===== config.mk =====
export PLATFORM = sky130hd
export DESIGN_NAME = asteroid_motion_engine
export DESIGN_NICKNAME = d
export VERILOG_FILES = /design/src/rtl/asteroid_pkg.sv /design/src/rtl/axis_step.sv /design/src/rtl/asteroid_motion_engine.sv
export SDC_FILE = /design/constraint.sdc
export NUM_CORES = 1
export LEC_CHECK = 0
export BUFFER_PORTS_ARGS = -buffer_cell sky130_fd_sc_hd__buf_4
export CAP_MARGIN = 20
export CORE_MARGIN = 2
export CORE_UTILIZATION = 60
export CTS_BUF_LIST = sky130_fd_sc_hd__clkbuf_4 sky130_fd_sc_hd__clkbuf_8 sky130_fd_sc_hd__clkbuf_16
export DETAILED_ROUTE_END_ITERATION = 8
export PLACE_DENSITY = 0.86
export SYNTH_ARGS = -nofsm -noshare
export SYNTH_HDL_FRONTEND = slang
export SYNTH_SLANG_ARGS = --single-unit

===== constraint.sdc =====
create_clock -name clk -period 16.4 [get_ports clk]
set_input_delay 4.92 -clock clk [delete_from_list [all_inputs] [get_ports clk]]
set_output_delay 4.92 -clock clk [all_outputs]
set_load 0.01 [all_outputs]

===== src/rtl/asteroid_pkg.sv =====
// Shared constants, slot record and sweep FSM states for the asteroid motion engine.
package asteroid_pkg;

  localparam int unsigned COORD_W_DEF = 8;
  localparam int unsigned VEL_W_DEF   = 4;
  localparam int unsigned X_MAX_DEF   = 160;
  localparam int unsigned Y_MAX_DEF   = 120;

  typedef struct packed {
    logic                   alive;
    logic [COORD_W_DEF-1:0] x;
    logic [COORD_W_DEF-1:0] y;
    logic [VEL_W_DEF-1:0]   vx;
    logic [VEL_W_DEF-1:0]   vy;
  } slot_t;

  typedef enum logic [1:0] {IDLE, SWEEP, DONE} state_t;

endpackage


===== src/rtl/axis_step.sv =====
// One-axis position step: coordinate plus signed velocity, folded back into 0..limit-1.
module axis_step #(
  parameter int unsigned COORD_W = 8,
  parameter int unsigned VEL_W   = 4
) (
  input  logic [COORD_W-1:0] coord,
  input  logic [VEL_W-1:0]   vel,
  input  logic [COORD_W-1:0] limit,
  output logic [COORD_W-1:0] next_coord,
  output logic               out_of_range
);

  localparam int unsigned T_W = COORD_W + 2;

  logic signed [T_W-1:0] t;
  logic signed [T_W-1:0] lim_s;
  logic signed [T_W-1:0] fixed;

  always_comb begin
    lim_s        = $signed({2'b00, limit});
    t            = $signed({2'b00, coord}) + $signed({{(T_W-VEL_W){vel[VEL_W-1]}}, vel});
    fixed        = t;
    out_of_range = 1'b0;
    // |vel| < limit, so one correction always lands back in range
    if (t < 0) begin
      fixed        = t + lim_s;
      out_of_range = 1'b1;
    end else if (t >= lim_s) begin
      fixed        = t - lim_s;
      out_of_range = 1'b1;
    end
    next_coord = fixed[COORD_W-1:0];
  end

endmodule


===== src/rtl/asteroid_motion_engine.sv =====
// Per-tick sweep of asteroid slots with spawn/kill and a registered read port.
// Build option: ASTEROID_WRAP_EN selects screen wrap; otherwise edge-crossers are killed.
module asteroid_motion_engine #(
  parameter int unsigned NUM_SLOTS = 8,
  parameter int unsigned IDX_W     = $clog2(NUM_SLOTS),
  parameter int unsigned COORD_W   = asteroid_pkg::COORD_W_DEF,
  parameter int unsigned VEL_W     = asteroid_pkg::VEL_W_DEF,
  parameter int unsigned X_MAX     = asteroid_pkg::X_MAX_DEF,
  parameter int unsigned Y_MAX     = asteroid_pkg::Y_MAX_DEF
) (
  input  logic               clk,
  input  logic               reset_n,
  input  logic               move_tick,
  input  logic               spawn_valid,
  output logic               spawn_ready,
  input  logic [COORD_W-1:0] spawn_x,
  input  logic [COORD_W-1:0] spawn_y,
  input  logic [VEL_W-1:0]   spawn_vx,
  input  logic [VEL_W-1:0]   spawn_vy,
  input  logic               kill_valid,
  input  logic [IDX_W-1:0]   kill_idx,
  input  logic [IDX_W-1:0]   rd_idx,
  output logic [COORD_W-1:0] rd_x,
  output logic [COORD_W-1:0] rd_y,
  output logic               rd_alive,
  output logic               busy,
  output logic               sweep_done,
  output logic [IDX_W:0]     alive_count,
  output logic               tick_overrun
);
  import asteroid_pkg::*;

`ifdef ASTEROID_WRAP_EN
  localparam bit WRAP_EN = 1'b1;
`else
  localparam bit WRAP_EN = 1'b0;
`endif

  slot_t              slots_q [NUM_SLOTS];
  slot_t              slots_d [NUM_SLOTS];
  state_t             state_q;
  logic [IDX_W-1:0]   ptr_q;
  logic               pending_q;
  logic               overrun_q;
  logic [IDX_W:0]     alive_count_q;
  logic [IDX_W:0]     alive_cnt_d;
  logic [COORD_W-1:0] rd_x_q, rd_y_q;
  logic               rd_alive_q;

  logic               free_found;
  logic [IDX_W-1:0]   free_idx;
  slot_t              cur;
  logic [COORD_W-1:0] nx, ny;
  logic               x_oor, y_oor;

  // Descending scan so the lowest free index is the one left standing
  always_comb begin
    free_found = 1'b0;
    free_idx   = '0;
    for (int i = int'(NUM_SLOTS) - 1; i >= 0; i--) begin
      if (!slots_q[i].alive) begin
        free_found = 1'b1;
        free_idx   = IDX_W'(i);
      end
    end
  end

  assign spawn_ready = (state_q == IDLE) && free_found && !move_tick && !pending_q;
  assign cur         = slots_q[ptr_q];

  axis_step #(.COORD_W(COORD_W), .VEL_W(VEL_W)) u_step_x (
    .coord       (cur.x),
    .vel         (cur.vx),
    .limit       (COORD_W'(X_MAX)),
    .next_coord  (nx),
    .out_of_range(x_oor)
  );

  axis_step #(.COORD_W(COORD_W), .VEL_W(VEL_W)) u_step_y (
    .coord       (cur.y),
    .vel         (cur.vy),
    .limit       (COORD_W'(Y_MAX)),
    .next_coord  (ny),
    .out_of_range(y_oor)
  );

  // Order matters: sweep write, then kill (wins over sweep), then spawn into a dead slot
  always_comb begin
    for (int i = 0; i < int'(NUM_SLOTS); i++) slots_d[i] = slots_q[i];
    if (state_q == SWEEP && cur.alive) begin
      if (!WRAP_EN && (x_oor || y_oor)) begin
        slots_d[ptr_q].alive = 1'b0;
      end else begin
        slots_d[ptr_q].x = nx;
        slots_d[ptr_q].y = ny;
      end
    end
    if (kill_valid) slots_d[kill_idx].alive = 1'b0;
    if (spawn_valid && spawn_ready) begin
      slots_d[free_idx].alive = 1'b1;
      slots_d[free_idx].x  = (spawn_x >= COORD_W'(X_MAX)) ? COORD_W'(X_MAX - 1) : spawn_x;
      slots_d[free_idx].y  = (spawn_y >= COORD_W'(Y_MAX)) ? COORD_W'(Y_MAX - 1) : spawn_y;
      slots_d[free_idx].vx = spawn_vx;
      slots_d[free_idx].vy = spawn_vy;
    end
  end

  always_comb begin
    alive_cnt_d = '0;
    for (int i = 0; i < int'(NUM_SLOTS); i++) begin
      alive_cnt_d = alive_cnt_d + {{IDX_W{1'b0}}, slots_d[i].alive};
    end
  end

  always_ff @(posedge clk) begin
    if (!reset_n) begin
      for (int i = 0; i < int'(NUM_SLOTS); i++) slots_q[i] <= '0;
      state_q       <= IDLE;
      ptr_q         <= '0;
      pending_q     <= 1'b0;
      overrun_q     <= 1'b0;
      alive_count_q <= '0;
      rd_x_q        <= '0;
      rd_y_q        <= '0;
      rd_alive_q    <= 1'b0;
    end else begin
      for (int i = 0; i < int'(NUM_SLOTS); i++) slots_q[i] <= slots_d[i];
      alive_count_q <= alive_cnt_d;
      rd_x_q        <= slots_q[rd_idx].x;
      rd_y_q        <= slots_q[rd_idx].y;
      rd_alive_q    <= slots_q[rd_idx].alive;
      if (move_tick && pending_q) overrun_q <= 1'b1;
      case (state_q)
        IDLE: begin
          if (move_tick || pending_q) begin
            pending_q <= 1'b0;
            ptr_q     <= '0;
            state_q   <= SWEEP;
          end
        end
        SWEEP: begin
          if (move_tick) pending_q <= 1'b1;
          if (ptr_q == IDX_W'(NUM_SLOTS - 1)) state_q <= DONE;
          else ptr_q <= ptr_q + 1'b1;
        end
        DONE: begin
          if (move_tick) pending_q <= 1'b1;
          state_q <= IDLE;
        end
        default: state_q <= IDLE;
      endcase
    end
  end

  assign busy         = (state_q != IDLE);
  assign sweep_done   = (state_q == DONE);
  assign alive_count  = alive_count_q;
  assign tick_overrun = overrun_q;
  assign rd_x         = rd_x_q;
  assign rd_y         = rd_y_q;
  assign rd_alive     = rd_alive_q;

endmodule

# Word level (Yosys, flattened, before mapping)
# Memory sizes are Yosys's and may differ from the RTL's. A register that Yosys moved wholly into a read port is not among the register bits.
# Cells that the tools add are included.
[op_classes] n_eq_ne=7 addsub=14 reduce_logical=22 bitwise_logic=11 magnitude_cmp=12 mux=78
[ops] operator="200-bit bitwise mux" n=9
[ops] operator="200-bit two-way mux" n=4
[ops] operator="25-bit demux with 3-bit select" n=9
[ops] operator="25-bit two-way mux" n=11
[ops] operator="8-bit two-way mux" n=7
[ops] operator="24-bit two-way mux" n=2
[ops] operator="3-bit two-way mux" n=12
[ops] operator="16-bit two-way mux" n=2
[ops] operator="9-bit by 4-bit adder with 10-bit output" n=2
[ops] operator="10-bit by 1-bit less-than comparator with 1-bit output (second input constant)" n=2
[ops] operator="4-bit by 1-bit adder with 4-bit output" n=4
[ops] operator="8-bit adder (second input constant)" n=2
[ops] operator="1-bit two-way mux" n=16
[ops] operator="8-bit subtractor (second input constant)" n=2
[ops] operator="4-bit >= comparator (second input constant)" n=3
[ops] operator="4-bit by 1-bit less-than comparator with 1-bit output (second input constant)" n=3
[ops] operator="3-bit NOT with 4-bit output" n=3
[ops] operator="10-bit by 8-bit >= comparator with 1-bit output (second input constant)" n=1
[ops] operator="10-bit by 9-bit >= comparator with 1-bit output (second input constant)" n=1
[ops] operator="1-bit logical AND" n=9
[ops] operator="8-bit by 7-bit >= comparator with 1-bit output (second input constant)" n=1
[ops] operator="8-bit >= comparator (second input constant)" n=1
[ops] operator="1-bit OR" n=8
[ops] operator="2-bit by 1-bit inequality test with 1-bit output (second input constant)" n=3
[ops] operator="20 further kinds" n=27
[totals] regBits=11 output_inout_bits=25 n_memories=1 mem_bits_rw=200 word_cells=150
[memory_table] name="slots_q" depth=8 word_bits=25 rd=10 rd_clocked_by_memory_dff=2 wr=8 line_no="asteroid_motion_engine.sv:39" source="slot_t slots_q [NUM_SLOTS];"

# Longest topological paths before layout
# An unclocked memory read counts as a cell.
[logic_depth] word_depth=27 depth_mapped=25 depth_no_buf=23

# By module
# From an unflattened synthesis, not the netlist that was laid out.
[unflattened] hier_cells=1572 area_unflattened_um2=14647.8
[by_module_without_submodules] module="asteroid_motion_engine" area_per_inst_um2=12157.9 cells_each=1256 seq_area_each_um2=4624.4 instances=1
[by_module_without_submodules] module="axis_step" area_per_inst_um2=1244.9 cells_each=158 seq_area_each_um2=0.0 instances=2

# Least setup slack after synthesis
# OpenSTA, ideal clock, no wires.
[synth_timing] path_kind="input-to-output" from="input port move_tick" to="output port spawn_ready" t_arrival_ns=5.595 path_slack_ns=5.885 n_path_buf=0 cell_stages=2 cell_sequence="nor3_1 -> o31a_1"
[synth_via] elab_chain_len=3
[synth_rtl] element="start, declared" line_no="asteroid_motion_engine.sv:13" source="input logic move_tick,"
[synth_rtl] element="1-bit logical NOT" line_no="asteroid_motion_engine.sv:68" source="assign spawn_ready = (state_q == IDLE) && free_found && !move_tick && !pending_q;"
[synth_rtl] element="1-bit logical AND (2 in a row)" line_no="asteroid_motion_engine.sv:68"
[synth_rtl] element="end, declared" line_no="asteroid_motion_engine.sv:15" source="output logic spawn_ready,"
# No other way between the ends.

# Worst setup path in the final report
# Same ends and word-level chain as after synthesis.

==> metrics.txt <==
# TYPE chip_impl_metric gauge
chip_impl_metric{name="die_height",unit="um"} 153
chip_impl_metric{name="timing.critical_path.required",unit="ns"} 11.48
chip_impl_metric{name="postLayoutCellArea",unit="um^2"} 14600
chip_impl_metric{name="tightest_slew",unit="ns"} 1.25
chip_impl_metric{name="cts_inserted_buffers",unit=""} 25
chip_impl_metric{name="mean_instance_size_in_the_synthesized_netlist",unit="um^2"} 9.41
chip_impl_metric{name="cts_hold_buf",unit=""} 0
chip_impl_metric{name="place.detailed.hpwl",unit="mm"} 23.8
chip_impl_metric{name="timing.critical_path.arrival",unit="ns"} 5.93
chip_impl_metric{name="totalWireLength",unit="mm"} 39.2
chip_impl_metric{name="dpl_worst_slack",unit="ns"} 5.59
chip_impl_metric{name="synth.yosys.warnings",unit=""} 0
chip_impl_metric{name="dr_wl_met2",unit="mm"} 18.7
chip_impl_metric{name="clock_skew",unit="ns"} 0.0149
chip_impl_metric{name="area_growth",unit="%"} 9.73
chip_impl_metric{name="synthesis.nets",unit=""} 1480
chip_impl_metric{name="cts.repair.resized",unit=""} 0
chip_impl_info{name="top_layer_used",value="met4"} 1
chip_impl_metric{name="layout_worst_path_cycle_share",unit="%"} 66.1
chip_impl_metric{name="synth-seq-area-share",unit="%"} 34.8
chip_impl_info{name="worst_setup_path_end_kind",value="output port"} 1
chip_impl_metric{name="max-vdd-ir-drop",unit="uV"} 103
chip_impl_info{name="worstHoldPathType",value="flop to flop"} 1
chip_impl_metric{name="met1Wirelength",unit="mm"} 14.3
chip_impl_metric{name="htree_num_levels",unit=""} 1
chip_impl_metric{name="synth-async-reset-ratio",unit="%"} 0
chip_impl_metric{name="cts_max_path_buffers",unit=""} 3
chip_impl_metric{name="final.min_clock_period",unit="ns"} 10.85
chip_impl_metric{name="total_of_endpoints_with_negative_setup_slack_in_the_final_report",unit=""} 0
chip_impl_metric{name="ant_nets",unit=""} 0
chip_impl_metric{name="unique_masters_post_synth",unit=""} 71
chip_impl_metric{name="footprint_of_the_multi_input_gates",unit="um^2"} 8010
chip_impl_metric{name="synth_cells",unit=""} 1411
chip_impl_metric{name="antenna-diode-count",unit=""} 0
chip_impl_metric{name="die_width",unit="um"} 153
chip_impl_metric{name="effective_utilization_at_floorplan",unit="%"} 61.0
chip_impl_metric{name="filler_cell_count",unit=""} 1664
chip_impl_metric{name="first_pass_grt_wire_length",unit="mm"} 61.7
chip_impl_info{name="layout.cells.most_common_list",value="sky130_fd_sc_hd__dfxtp_1 (228), sky130_fd_sc_hd__nand2_1 (190), sky130_fd_sc_hd__a21oi_1 (156)"} 1
chip_impl_metric{name="final_critical_path_setup_slack",unit="ns"} 5.55
chip_impl_metric{name="met3_length",unit="mm"} 3.98
chip_impl_metric{name="clk_pin_slew",unit="ns"} 0.06
chip_impl_metric{name="rr_worst_depth",unit=""} 23
chip_impl_metric{name="max-slew-margin-rel",unit="%"} 16.6
chip_impl_metric{name="routedWlPerCell",unit="um"} 23.1
chip_impl_metric{name="postLayoutCoreUtil",unit="%"} 67.0
chip_impl_metric{name="routed-via-count",unit=""} 11700
chip_impl_metric{name="r2r_setup_slack",unit="ns"} 8.82
chip_impl_info{name="type_of_the_worst_setup_path",value="primary input to output port"} 1
chip_impl_metric{name="timing.max_cap.violations",unit=""} 0
chip_impl_metric{name="floorplan.die_area",unit="um^2"} 23300
chip_impl_metric{name="worstPathMaxFanout",unit=""} 8
chip_impl_metric{name="finalWeightedCongestion",unit=""} 0.934
chip_impl_metric{name="clk_latency",unit="ns"} 0.55
chip_impl_metric{name="static-leakage-power",unit="nW"} 4.97
chip_impl_metric{name="post-route-drc-count",unit=""} 0
chip_impl_metric{name="syn_area",unit="um^2"} 13300
chip_impl_info{name="worst_setup_path_startpoint",value="move_tick"} 1
chip_impl_metric{name="tritoncts_num_sinks",unit=""} 231
chip_impl_metric{name="final_layout_size_suffix_gt1_share",unit="%"} 17.8
chip_impl_info{name="grt_setup_unrepaired",value="no"} 1
chip_impl_info{name="layout_commonest_cell",value="sky130_fd_sc_hd__dfxtp_1"} 1
chip_impl_metric{name="synth-edff-count",unit=""} 0
chip_impl_metric{name="max_freq",unit="MHz"} 92.2
chip_impl_metric{name="detail_route.vias_per_cell",unit=""} 6.89
chip_impl_metric{name="tns",unit="ns"} 0
chip_impl_metric{name="first_iter_violations",unit=""} 1296
chip_impl_metric{name="synth.ff_latch_count",unit=""} 231
chip_impl_metric{name="fin_nets",unit=""} 1469
chip_impl_metric{name="power_per_cell_area",unit="nW/um^2"} 93.8
chip_impl_metric{name="grt_antenna_before_repair",unit=""} 1
chip_impl_metric{name="rows",unit=""} 54
chip_impl_metric{name="global_route.usage.total",unit="%"} 32.9
chip_impl_metric{name="grt_start_max_net_pins",unit=""} 84
chip_impl_metric{name="sequential_cell_area",unit="um^2"} 4630
chip_impl_metric{name="io_pins",unit=""} 60
chip_impl_metric{name="placement.cell_area",unit="um^2"} 13700
chip_impl_metric{name="slew_viol_final",unit=""} 0
chip_impl_metric{name="globalRouteOverflowTotal",unit=""} 0
chip_impl_metric{name="final_hold_viol_count",unit=""} 0
chip_impl_metric{name="core_area",unit="um^2"} 21800
chip_impl_metric{name="first_global_vias",unit=""} 11500
chip_impl_info{name="r2r_endpoint",value="alive_count[2]"} 1
chip_impl_info{name="critPathCapture",value="spawn_ready"} 1
chip_impl_info{name="dominantRegCellSynth",value="sky130_fd_sc_hd__dfxtp_1"} 1
chip_impl_info{name="outcome",value="finished, final reports clean"} 1
chip_impl_metric{name="post-cts-setup-buffer-count",unit=""} 0
chip_impl_metric{name="buffer_ports.inserted",unit=""} 59
chip_impl_metric{name="design_power_total",unit="mW"} 1.37
chip_impl_info{name="cts_root_buffer",value="sky130_fd_sc_hd__clkbuf_16"} 1
chip_impl_info{name="tritoncts",value="built"} 1
chip_impl_metric{name="iteration_count_of_the_initial_detailed_routing_pass",unit=""} 6
chip_impl_info{name="critPathLaunchType",value="primary input"} 1
critical path: stages:
cell                     delay (ns)
sky130_fd_sc_hd__buf_4         0.12
sky130_fd_sc_hd__nor3_1        0.51
sky130_fd_sc_hd__o31a_1        0.26
sky130_fd_sc_hd__buf_4         0.12
area by class of cell:
class	count	share of cell area, %
Clock buffer	38	5.43
Clock inverter	7	0.455
Inverter	32	0.833
Multi-Input combinational cell	1031	55.0
Sequential cell	231	31.8
Tap cell	280	2.40
Timing Repair Buffer	79	4.10
worst min path at each step:
stage                         startpoint              to  slack, ns  depth (start not counted)
after floorplan           slots_q[6][15]  slots_q[6][15]       0.42                          2
after global placement    slots_q[6][15]  slots_q[6][15]       0.43                          2
after global routing       slots_q[0][7]   slots_q[0][7]       0.47                          2
final                      slots_q[2][3]   slots_q[2][3]       0.45                          2
after detailed placement  slots_q[4][15]  slots_q[4][15]       0.44                          2
after CTS                 slots_q[4][15]  slots_q[4][15]       0.45                          2
kinds of logic (layout without fill, tap and decap cells):
logic type      after synthesis  after routing  synth area share, %
flops                       231            231                 34.8
simple gates                373            373                 12.7
compound gates              395            395                 18.7
xor+xnor                     15             15                0.989
buf+inv                     149            156                 4.85
mux                         214            214                 24.4
fa+ha+maj                    34             34                 3.54
report_power, final:
part | internal (mW) | leakage, nW | switching, mW | total (mW)
sequential | 0.571 | 1.87 | 0.0174 | 0.588
combinational | 0.0720 | 2.67 | 0.118 | 0.190
clock | 0.348 | 0.431 | 0.240 | 0.588
total | 0.990 | 4.97 | 0.376 | 1.37
through the flow:
step / hold slack (ns) / std cells
after floorplan: 0.421 / 1411
after global placement: 0.430 / 1652
after detailed placement: 0.443 / 1652
after CTS: 0.453 / 1697
after global routing: 0.470 / 1698
final: 0.453 / 1698
sequential cells by signal (all words and copies together), names as in the netlist, named ones only:
name and flops:
alive_count 4, slots_q 200, pending_q 1, tick_overrun 1, rd_y 8, state_q 2, rd_alive 1, rd_x 8
ptr_q 3
per-layer routing:
layer | up-vias | global-route usage (%)
met3 | 187 | 6.60
met5 | - | 0
met1 | 5554 | 39.8
met4 | 0 | 19.1
met2 | 762 | 54.9
li1 | 5204 | -
Yosys cell counts (7+ instances only):
cell | count | area share (%)
sky130_fd_sc_hd__nand3_1 | 25 | 0.94
sky130_fd_sc_hd__a211o_1 | 9 | 0.59
sky130_fd_sc_hd__o211ai_1 | 7 | 0.40
sky130_fd_sc_hd__a21oi_1 | 156 | 5.9
sky130_fd_sc_hd__nand4_1 | 25 | 1.2
sky130_fd_sc_hd__o21ai_0 | 109 | 4.1
sky130_fd_sc_hd__clkbuf_2 | 9 | 0.34
sky130_fd_sc_hd__o22ai_1 | 15 | 0.71
sky130_fd_sc_hd__a21o_1 | 7 | 0.40
sky130_fd_sc_hd__mux2i_1 | 109 | 8.2
sky130_fd_sc_hd__nor3_1 | 14 | 0.53
sky130_fd_sc_hd__a211oi_1 | 9 | 0.51
sky130_fd_sc_hd__buf_6 | 8 | 0.68
sky130_fd_sc_hd__clkbuf_1 | 83 | 2.3
sky130_fd_sc_hd__nor2_1 | 63 | 1.8
sky130_fd_sc_hd__xnor2_1 | 10 | 0.66
sky130_fd_sc_hd__o21a_1 | 9 | 0.51
sky130_fd_sc_hd__mux4_2 | 84 | 14
sky130_fd_sc_hd__nand2b_1 | 21 | 0.99
sky130_fd_sc_hd__dfxtp_1 | 231 | 35
sky130_fd_sc_hd__a2111oi_4 | 7 | 1.5
sky130_fd_sc_hd__nand2_1 | 190 | 5.4
sky130_fd_sc_hd__o311ai_0 | 16 | 1.1
sky130_fd_sc_hd__inv_1 | 31 | 0.88
sky130_fd_sc_hd__ha_1 | 28 | 2.6
sky130_fd_sc_hd__a31oi_1 | 14 | 0.66
sky130_fd_sc_hd__buf_1 | 12 | 0.34
sky130_fd_sc_hd__mux2_2 | 18 | 1.5
Note: power is estimated with default switching activity, not from simulation.
